[src/rtl/seg_display_scanner.sv]
`default_nettype none
// ==== seg_display_scanner : multiplexed 7-seg driver, hex or binary-to-BCD (macro SEG_BCD_EN) ====
// ==== Revision 1.0                                                                            ====
module seg_display_scanner #(
  parameter int NUM_DIGITS  = 8,
  parameter int REFRESH_DIV = 100000
) (
  input  logic                    clk_in,
  input  logic                    rst_in,
  input  logic [4*NUM_DIGITS-1:0] val_in,
  input  logic                    val_valid_in,
  output logic                    val_ready_out,
  input  logic                    dec_mode_in,
  input  logic                    blank_lz_in,
  output logic [6:0]              cat_out,
  output logic [NUM_DIGITS-1:0]   an_out
);

  localparam int W     = 4 * NUM_DIGITS;
  localparam int CNT_W = (REFRESH_DIV > 1) ? $clog2(REFRESH_DIV) : 1;
  localparam int IDX_W = (NUM_DIGITS > 1) ? $clog2(NUM_DIGITS) : 1;
  localparam logic [CNT_W-1:0] CNT_LAST  = CNT_W'(REFRESH_DIV - 1);
  localparam logic [IDX_W-1:0] IDX_LAST  = IDX_W'(NUM_DIGITS - 1);
  localparam logic [6:0]       SEG_DASH  = 7'b0111111;
  localparam logic [6:0]       SEG_BLANK = 7'b1111111;

  logic [W-1:0]          disp_q, disp_d;
  logic                  ovf_q, ovf_d;
  logic                  accept_w;
  logic [CNT_W-1:0]      cnt_q;
  logic [IDX_W-1:0]      idx_q;
  logic [NUM_DIGITS-1:0] an_q;
  logic [6:0]            cat_q;
  logic [W-1:0]          upper_w;
  logic [3:0]            digit_w;
  logic                  blank_w;
  logic [6:0]            seg_w;

  assign accept_w = val_valid_in & val_ready_out;

`ifdef SEG_BCD_EN
  localparam int BC_W = $clog2(W);
  localparam logic [0:0] ST_IDLE    = 1'b0;
  localparam logic [0:0] ST_CONVERT = 1'b1;

  logic [0:0]    state_q, state_d;
  logic [W-1:0]  sh_q, bcd_q, bcd_adj_w, bcd_next_w;
  logic          ovf_acc_q, ovf_next_w;
  logic [BC_W-1:0] bit_q;
  logic          conv_done_w;

  // Double-dabble: add 3 to every BCD digit >= 5, then shift in the next binary bit.
  for (genvar d = 0; d < NUM_DIGITS; d++) begin : g_dabble
    assign bcd_adj_w[4*d +: 4] = (bcd_q[4*d +: 4] >= 4'd5) ? (bcd_q[4*d +: 4] + 4'd3)
                                                            : bcd_q[4*d +: 4];
  end

  assign bcd_next_w  = {bcd_adj_w[W-2:0], sh_q[W-1]};
  assign ovf_next_w  = ovf_acc_q | bcd_adj_w[W-1];
  assign conv_done_w = (bit_q == BC_W'(W - 1));

  always_ff @(posedge clk_in or posedge rst_in) begin
    if (rst_in) state_q <= ST_IDLE;
    else        state_q <= state_d;
  end

  always_comb begin
    state_d = state_q;
    case (state_q)
      ST_IDLE:    if (accept_w && dec_mode_in) state_d = ST_CONVERT;
      ST_CONVERT: if (conv_done_w)             state_d = ST_IDLE;
      default:                                 state_d = ST_IDLE;
    endcase
  end

  always_comb begin
    val_ready_out = (state_q == ST_IDLE);
  end

  always_ff @(posedge clk_in or posedge rst_in) begin
    if (rst_in) begin
      sh_q      <= '0;
      bcd_q     <= '0;
      ovf_acc_q <= 1'b0;
      bit_q     <= '0;
    end else if (state_q == ST_IDLE) begin
      if (accept_w) begin
        sh_q      <= val_in;
        bcd_q     <= '0;
        ovf_acc_q <= 1'b0;
        bit_q     <= '0;
      end
    end else begin
      sh_q      <= {sh_q[W-2:0], 1'b0};
      bcd_q     <= bcd_next_w;
      ovf_acc_q <= ovf_next_w;
      bit_q     <= bit_q + BC_W'(1);
    end
  end

  always_comb begin
    disp_d = disp_q;
    ovf_d  = ovf_q;
    if (accept_w && !dec_mode_in) begin
      disp_d = val_in;
      ovf_d  = 1'b0;
    end else if ((state_q == ST_CONVERT) && conv_done_w) begin
      disp_d = bcd_next_w;
      ovf_d  = ovf_next_w;
    end
  end
`else
  logic unused_dec_mode;
  assign unused_dec_mode = dec_mode_in;
  assign val_ready_out   = 1'b1;

  always_comb begin
    disp_d = disp_q;
    ovf_d  = 1'b0;
    if (accept_w) disp_d = val_in;
  end
`endif

  always_ff @(posedge clk_in or posedge rst_in) begin
    if (rst_in) begin
      disp_q <= '0;
      ovf_q  <= 1'b0;
    end else begin
      disp_q <= disp_d;
      ovf_q  <= ovf_d;
    end
  end

  // A digit is a leading zero when it and everything above it is zero.
  assign upper_w = disp_q >> {idx_q, 2'b00};
  assign digit_w = upper_w[3:0];
  assign blank_w = blank_lz_in && (idx_q != '0) && (upper_w == '0);

  always_comb begin
    seg_w = SEG_BLANK;
    case (digit_w)
      4'h0: seg_w = 7'b1000000;
      4'h1: seg_w = 7'b1111001;
      4'h2: seg_w = 7'b0100100;
      4'h3: seg_w = 7'b0110000;
      4'h4: seg_w = 7'b0011001;
      4'h5: seg_w = 7'b0010010;
      4'h6: seg_w = 7'b0000010;
      4'h7: seg_w = 7'b1111000;
      4'h8: seg_w = 7'b0000000;
      4'h9: seg_w = 7'b0010000;
      4'hA: seg_w = 7'b0001000;
      4'hB: seg_w = 7'b0000011;
      4'hC: seg_w = 7'b1000110;
      4'hD: seg_w = 7'b0100001;
      4'hE: seg_w = 7'b0000110;
      4'hF: seg_w = 7'b0001110;
      default: seg_w = SEG_BLANK;
    endcase
    if (ovf_q)        seg_w = SEG_DASH;
    else if (blank_w) seg_w = SEG_BLANK;
  end

  always_ff @(posedge clk_in or posedge rst_in) begin
    if (rst_in) begin
      cnt_q <= '0;
      idx_q <= '0;
      an_q  <= '1;
      cat_q <= SEG_BLANK;
    end else begin
      if (cnt_q == CNT_LAST) begin
        cnt_q <= '0;
        idx_q <= (idx_q == IDX_LAST) ? '0 : (idx_q + IDX_W'(1));
      end else begin
        cnt_q <= cnt_q + CNT_W'(1);
      end
      an_q  <= ~(NUM_DIGITS'(1) << idx_q);
      cat_q <= seg_w;
    end
  end

  assign an_out  = an_q;
  assign cat_out = cat_q;

endmodule
`default_nettype wire

[config.mk]
export PLATFORM = sky130hd
export DESIGN_NAME = seg_display_scanner
export DESIGN_NICKNAME = d
export VERILOG_FILES = /design/src/rtl/seg_display_scanner.sv
export SDC_FILE = /design/constraint.sdc
export NUM_CORES = 1
export LEC_CHECK = 0
export BUFFER_PORTS_ARGS = -buffer_cell sky130_fd_sc_hd__buf_4
export CAP_MARGIN = 40
export CORE_AREA = 2 2 104 116
export CTS_CLUSTER_SIZE = 30
export DETAILED_ROUTE_END_ITERATION = 7
export DIE_AREA = 0 0 106 118
export SETUP_SLACK_MARGIN = 0.2
export SLEW_MARGIN = 30
export SYNTH_ARGS = -nofsm -noshare
export SYNTH_HDL_FRONTEND = slang
export SYNTH_SLANG_ARGS = --single-unit
[constraint.sdc]
create_clock -name clk_in -period 2.9 [get_ports clk_in]
set_input_delay 0.29 -clock clk_in [delete_from_list [all_inputs] [get_ports clk_in]]
set_output_delay 0.29 -clock clk_in [all_outputs]
set_load 0.05 [all_outputs]
# Yosys cells after proc, flatten, opt, wreduce, memory -nomap -nowiden
# Memory sizes are Yosys's and may differ from the RTL's.
# Cells that the tools add are included.
dict set report classes {
  reduce_logical 4
  n_eq_ne 2
  n_bitwise 1
  n_mux 3
  n_shift 2
  add_sub_neg 2
}
# cell count
set ops {}
lappend ops {{32-bit zero test} 1}
lappend ops {{32-bit by 5-bit right shift with 32-bit output} 1}
lappend ops {{17-bit by 1-bit adder with 17-bit output (second input constant)} 1}
lappend ops {{17-bit equality test (second input constant)} 1}
lappend ops {{17-bit 2-to-1 mux} 1}
lappend ops {{8-bit inverter} 1}
lappend ops {{1-bit by 3-bit left shift with 8-bit output (first input constant)} 1}
lappend ops {{7-bit 2-to-1 mux} 1}
lappend ops {{3-bit by 1-bit adder with 3-bit output (second input constant)} 1}
lappend ops {{3-bit equality test (second input constant)} 1}
lappend ops {{3-bit 2-to-1 mux} 1}
lappend ops {{3-bit nonzero test} 1}
lappend ops {{1-bit logical AND} 2}
dict set report totals {
  in_bits 37
  out_inout_bits 16
  regBits 67
  elab_cells 20
  romBits 112
  memories 1
}
# memory depth width rd rd_ports_with_merged_regs wr line_no
set memory_table {}
lappend memory_table {{(name not given)} 16 7 1 0 0 141} ;# case (digit_w)

# Depth between registers and ports, before layout
dict set report depth {
  depth_word 4
  ltp_mapped 12
  ltp_nobuf 10
}

# Worst setup path before layout
# OpenSTA, ideal clock, no wires.
dict set report synth_path {
  kind {register to register}
  start {register idx_q[0]}
  end {register cat_q[4] (netlist: cat_out[4])}
  t_required_ps 2819
  synth_period_minus_slack_ps 2501
  setup_time_ps 81
  stages_incl_launch_ff 13
  arrival_time_ps 2419
  path_buffers 2
  path_slack_ps 399
  path_cell_list {dfrtp_1 buf_2 buf_2 mux4_2 nand2_1 nand2_1 inv_1 ha_1 nand3_1 a21oi_1 o21ai_0 a211o_1 o211ai_1}
}
dict set report synth_between {
  elab_chain_len 4
  elab_cells_between_ends 7
  classes_between {shift (1); mux (1); reduce/logical (4); memory (1)}
}
# item line_no
set synth_lines {}
lappend synth_lines {{start, declared} 31} ;# logic [IDX_W-1:0] idx_q;
lappend synth_lines {{start signal, assigned} 173} ;# idx_q <= (idx_q == IDX_LAST) ? '0 : (idx_q + IDX_W'(1));
lappend synth_lines {{branches (longest 3 deep; another with memory 16 x 7 bit)} -}
lappend synth_lines {{7-bit 2-to-1 mux (*)} 161} ;# else if (blank_w) seg_w = SEG_BLANK;
lappend synth_lines {{net seg_w[4]} 37} ;# logic [6:0] seg_w;
lappend synth_lines {{end signal, assigned} 178} ;# cat_q <= seg_w;
lappend synth_lines {{end, declared} 33} ;# logic [6:0] cat_q;
# Mark *: on every way through the listed nets, which the timed path passes.
# A chain may end at the register's enable or synchronous reset.

# Worst setup path after layout
dict set report layout_path {
  start {register idx_q[0]}
  end {register cat_q[6] (netlist: cat_out[6])}
}
# The elaborated chain is that of the path after synthesis.

==> results.json <==
{
  "async_flop_share_pct": 100,
  "crit_chain": "mux4_2 -> nand2_1 -> nand2_1 -> inv_1 -> ha_1 -> nand3_1 -> a21oi_1 -> o21ai_0 -> a211o_1 -> o221ai_1",
  "hold_viol": 0,
  "drtIter0Drc": 74,
  "setup_viol": 0,
  "crit_required_ns": 3.13,
  "cp_slowest_cell": "mux4_2",
  "r2r_end": "cat_out[6]",
  "min_to": "disp_q[10]",
  "ys_seq_elements": 67,
  "dieArea_um2": 12500,
  "crit_path_max_fanout": 8,
  "max_cap_viol_count": 0,
  "rsz0062_at_grt": "no",
  "htree_levels": 3,
  "critPathKind": "reg2reg",
  "finalCriticalPeriod_ns": 2.44,
  "antenna_left": 0,
  "status": "finished clean",
  "numPortBuffers": 50,
  "gr-total-overflow": 0,
  "p_leak_nw": 1.83,
  "io_pins": 53,
  "drive_above_1_share_pct": 40.5,
  "crit_family": "compound AO/OA/AOI/OAI gates",
  "clock_path_buffers": 2,
  "clock-sinks": 67,
  "netlist_area_um2": 3350,
  "drc": 0,
  "path_depth": 10,
  "hold_path.class": "in2reg",
  "rows": 41,
  "finalSetupTns_ns": 0,
  "clkTransAtPathRegs_ns": 0.06,
  "critical_path.max_stage_delay_ns": 0.54,
  "grt_pass1_wl_mm": 12.1,
  "cts-buffers-inserted": 9,
  "whs_path_depth": 2,
  "grt_use_met1_pct": 16.2,
  "dp_hpwl_mm": 5.10,
  "vias": 2312,
  "synth_area_leaders": "dfrtp_1 39%, dfstp_2 12%, mux2_2 11%",
  "met3_usage_pct": 4.32,
  "postPlaceCellArea_um2": 3870,
  "netlist_instances": 283,
  "synth_area_per_cell_um2": 11.8,
  "fillers": 1107,
  "grt_antenna_before_repair": 0,
  "avgViaCountPerCell": 4.64,
  "finalNonFillerCells": 498,
  "timing.hold.ws_ns": 0.192,
  "synth.net_count": 333,
  "r2r_start": "idx_q[0]",
  "grt.met2_usage_pct": 18.9,
  "max_freq_mhz": 410,
  "synth.top_cell.area_share_pct": 38.9,
  "finClkSkew_ns": 0.00611,
  "finalWirelength_mm": 6.99,
  "n_antenna_cell": 0,
  "grt_start_max_net_pins": 68,
  "slew_viol_final": 0,
  "cts-root-buf": "clkbuf_16",
  "ys_seq_area_share_pct": 50.7,
  "area_delta_synth_final_pct": 26.7,
  "coreArea_um2": 11300,
  "grt_pass1_vias": 2382,
  "cts_tree": "yes",
  "min_from": "val_in[10]",
  "critPathLaunchType": "flop",
  "die_y_um": 118,
  "grt_usage_pct": 12.4,
  "ys.flop_type": "dfrtp_1",
  "peakVddDrop_uv": 281,
  "synth_top_area_cell": "dfrtp_1",
  "critPathCaptureType": "flop",
  "busiest_layer": "met2",
  "clock_latency_ns": 0.33,
  "design_area_um2": 4240,
  "die_w_um": 106,
  "firstDrtPassIters": 4,
  "r2r_slack_ns": 0.46,
  "cp_num_buf_inv": 1,
  "gp_congestion": 0.852,
  "synth.distinct_cells": 43,
  "power_mw": 2.45,
  "worstRegToRegCells": 10,
  "ys_warn_count": 0,
  "place_inst": 476,
  "crit_arrival_ns": 2.68,
  "synth_edf_count": 0,
  "finalCritPeriodShare_pct": 84.2,
  "critPathMostFrequentCell": "nand2_1",
  "fin_nets": 393,
  "p_per_area_nw_per_um2": 578,
  "wl_per_cell_um": 14.0,
  "start_util_pct": 29.5
}
## layout make-up
type                    instances  area (um^2)  share of cell area (%)
clock buffers                  11          243                    5.72
clock inverters                 5         52.6                    1.24
inverters                       8         30.0                   0.708
multi-input cells             194         1530                    36.2
flip-flops and latches         67         1700                    40.0
well taps                     150          188                    4.43
repair buffers                 63          495                    11.7
## sequential cells by signal, summed over array words and instances, names as in the netlist
| name | cells |
|---|---|
| disp_q | 32 |
| idx_q | 3 |
| cnt_q | 17 |
| an_out | 8 |
| cat_out | 7 |
## layout by cell type, fill, tap and decap left out, drive strengths merged, types with 3 or more instances in the layout
cell / synthesis / routed
clkbuf: 2 / 11
mux2: 33 / 33
inv: 7 / 7
o221ai: 3 / 3
o21ai: 9 / 9
nand3: 11 / 11
nand4: 3 / 3
a21oi: 8 / 8
clkinv: 1 / 4
nor3: 3 / 3
nor2: 22 / 22
mux4: 8 / 8
xor2: 9 / 9
buf: 12 / 62
nor4: 7 / 7
xnor2: 6 / 6
dfstp: 15 / 15
mux2i: 8 / 8
and3: 3 / 3
dfrtp: 52 / 52
ha: 13 / 13
nand2: 29 / 29
## per-stage QoR
step | util [%] | worst slack, ns
6_report | 37.4 | 0.459
5_1_grt | 37.4 | 0.200
4_1_cts | 36.8 | 0.334
3_5_place_dp | 34.2 | 0.214
3_3_place_gp | 34.2 | 0.306
2_1_floorplan | - | 0.399
## logic make-up after synthesis
logic type,synth area share (%)
buf+inv,3.51
simple gates,12.1
mux,18.9
compound gates,5.94
xor+xnor,3.93
flops,50.7
other cells,0.112
fa+ha+maj,4.86
## synthesized netlist by cell type, types with 3 or more instances
| master | number |
|---|---|
| dfrtp_1 | 52 |
| mux2i_1 | 8 |
| a21oi_1 | 7 |
| dfstp_2 | 15 |
| and3_1 | 3 |
| nor2_1 | 22 |
| xor2_1 | 9 |
| nand4_1 | 3 |
| buf_2 | 6 |
| nand3_1 | 11 |
| o221ai_1 | 3 |
| mux2_2 | 33 |
| mux4_2 | 8 |
| inv_1 | 6 |
| nand2_1 | 29 |
| xnor2_1 | 6 |
| ha_1 | 13 |
| nor3_1 | 3 |
| nor4_1 | 7 |
| o21ai_0 | 8 |
| buf_1 | 3 |
## worst register-to-register path: stages, from the launching register on
cell,delay [ns]
dfrtp_2,0.48
mux4_2,0.55
nand2_1,0.08
nand2_1,0.14
inv_1,0.14
ha_1,0.20
nand3_1,0.09
a21oi_1,0.11
o21ai_0,0.09
a211o_1,0.34
o221ai_1,0.12
## worst max path at each step
stage / start / slack [ns] / to
floorplan: idx_q[0] / 0.40 / cat_out[4]
global placement: idx_q[0] / 0.31 / cat_out[2]
detailed placement: idx_q[0] / 0.21 / cat_out[2]
CTS: idx_q[0] / 0.33 / cat_out[1]
global route: idx_q[0] / 0.20 / cat_out[2]
finish: idx_q[0] / 0.46 / cat_out[6]
## power breakdown
part / switching [mW] / total [mW] / internal, mW
Sequential: 0.0491 / 1.06 / 1.01
Combinational: 0.179 / 0.330 / 0.151
Clock: 0.378 / 1.06 / 0.683
## timing repair
action | in CTS | in global routing
hold buffers | 0 | 1
hold endpoints to repair | 0 | 14
setup endpoints to repair | 6 | 7
buffers inserted | 0 | 4
resized for setup | 1 | 2
## metal layers
layer | routed length, um | vias to the layer above
met1 | 3330 | 1126
met3 | 245 | 4
met5 | 0 | -
li1 | - | 1128
met4 | 65 | 0
met2 | 3350 | 54
(Power assumes the default switching activity.)
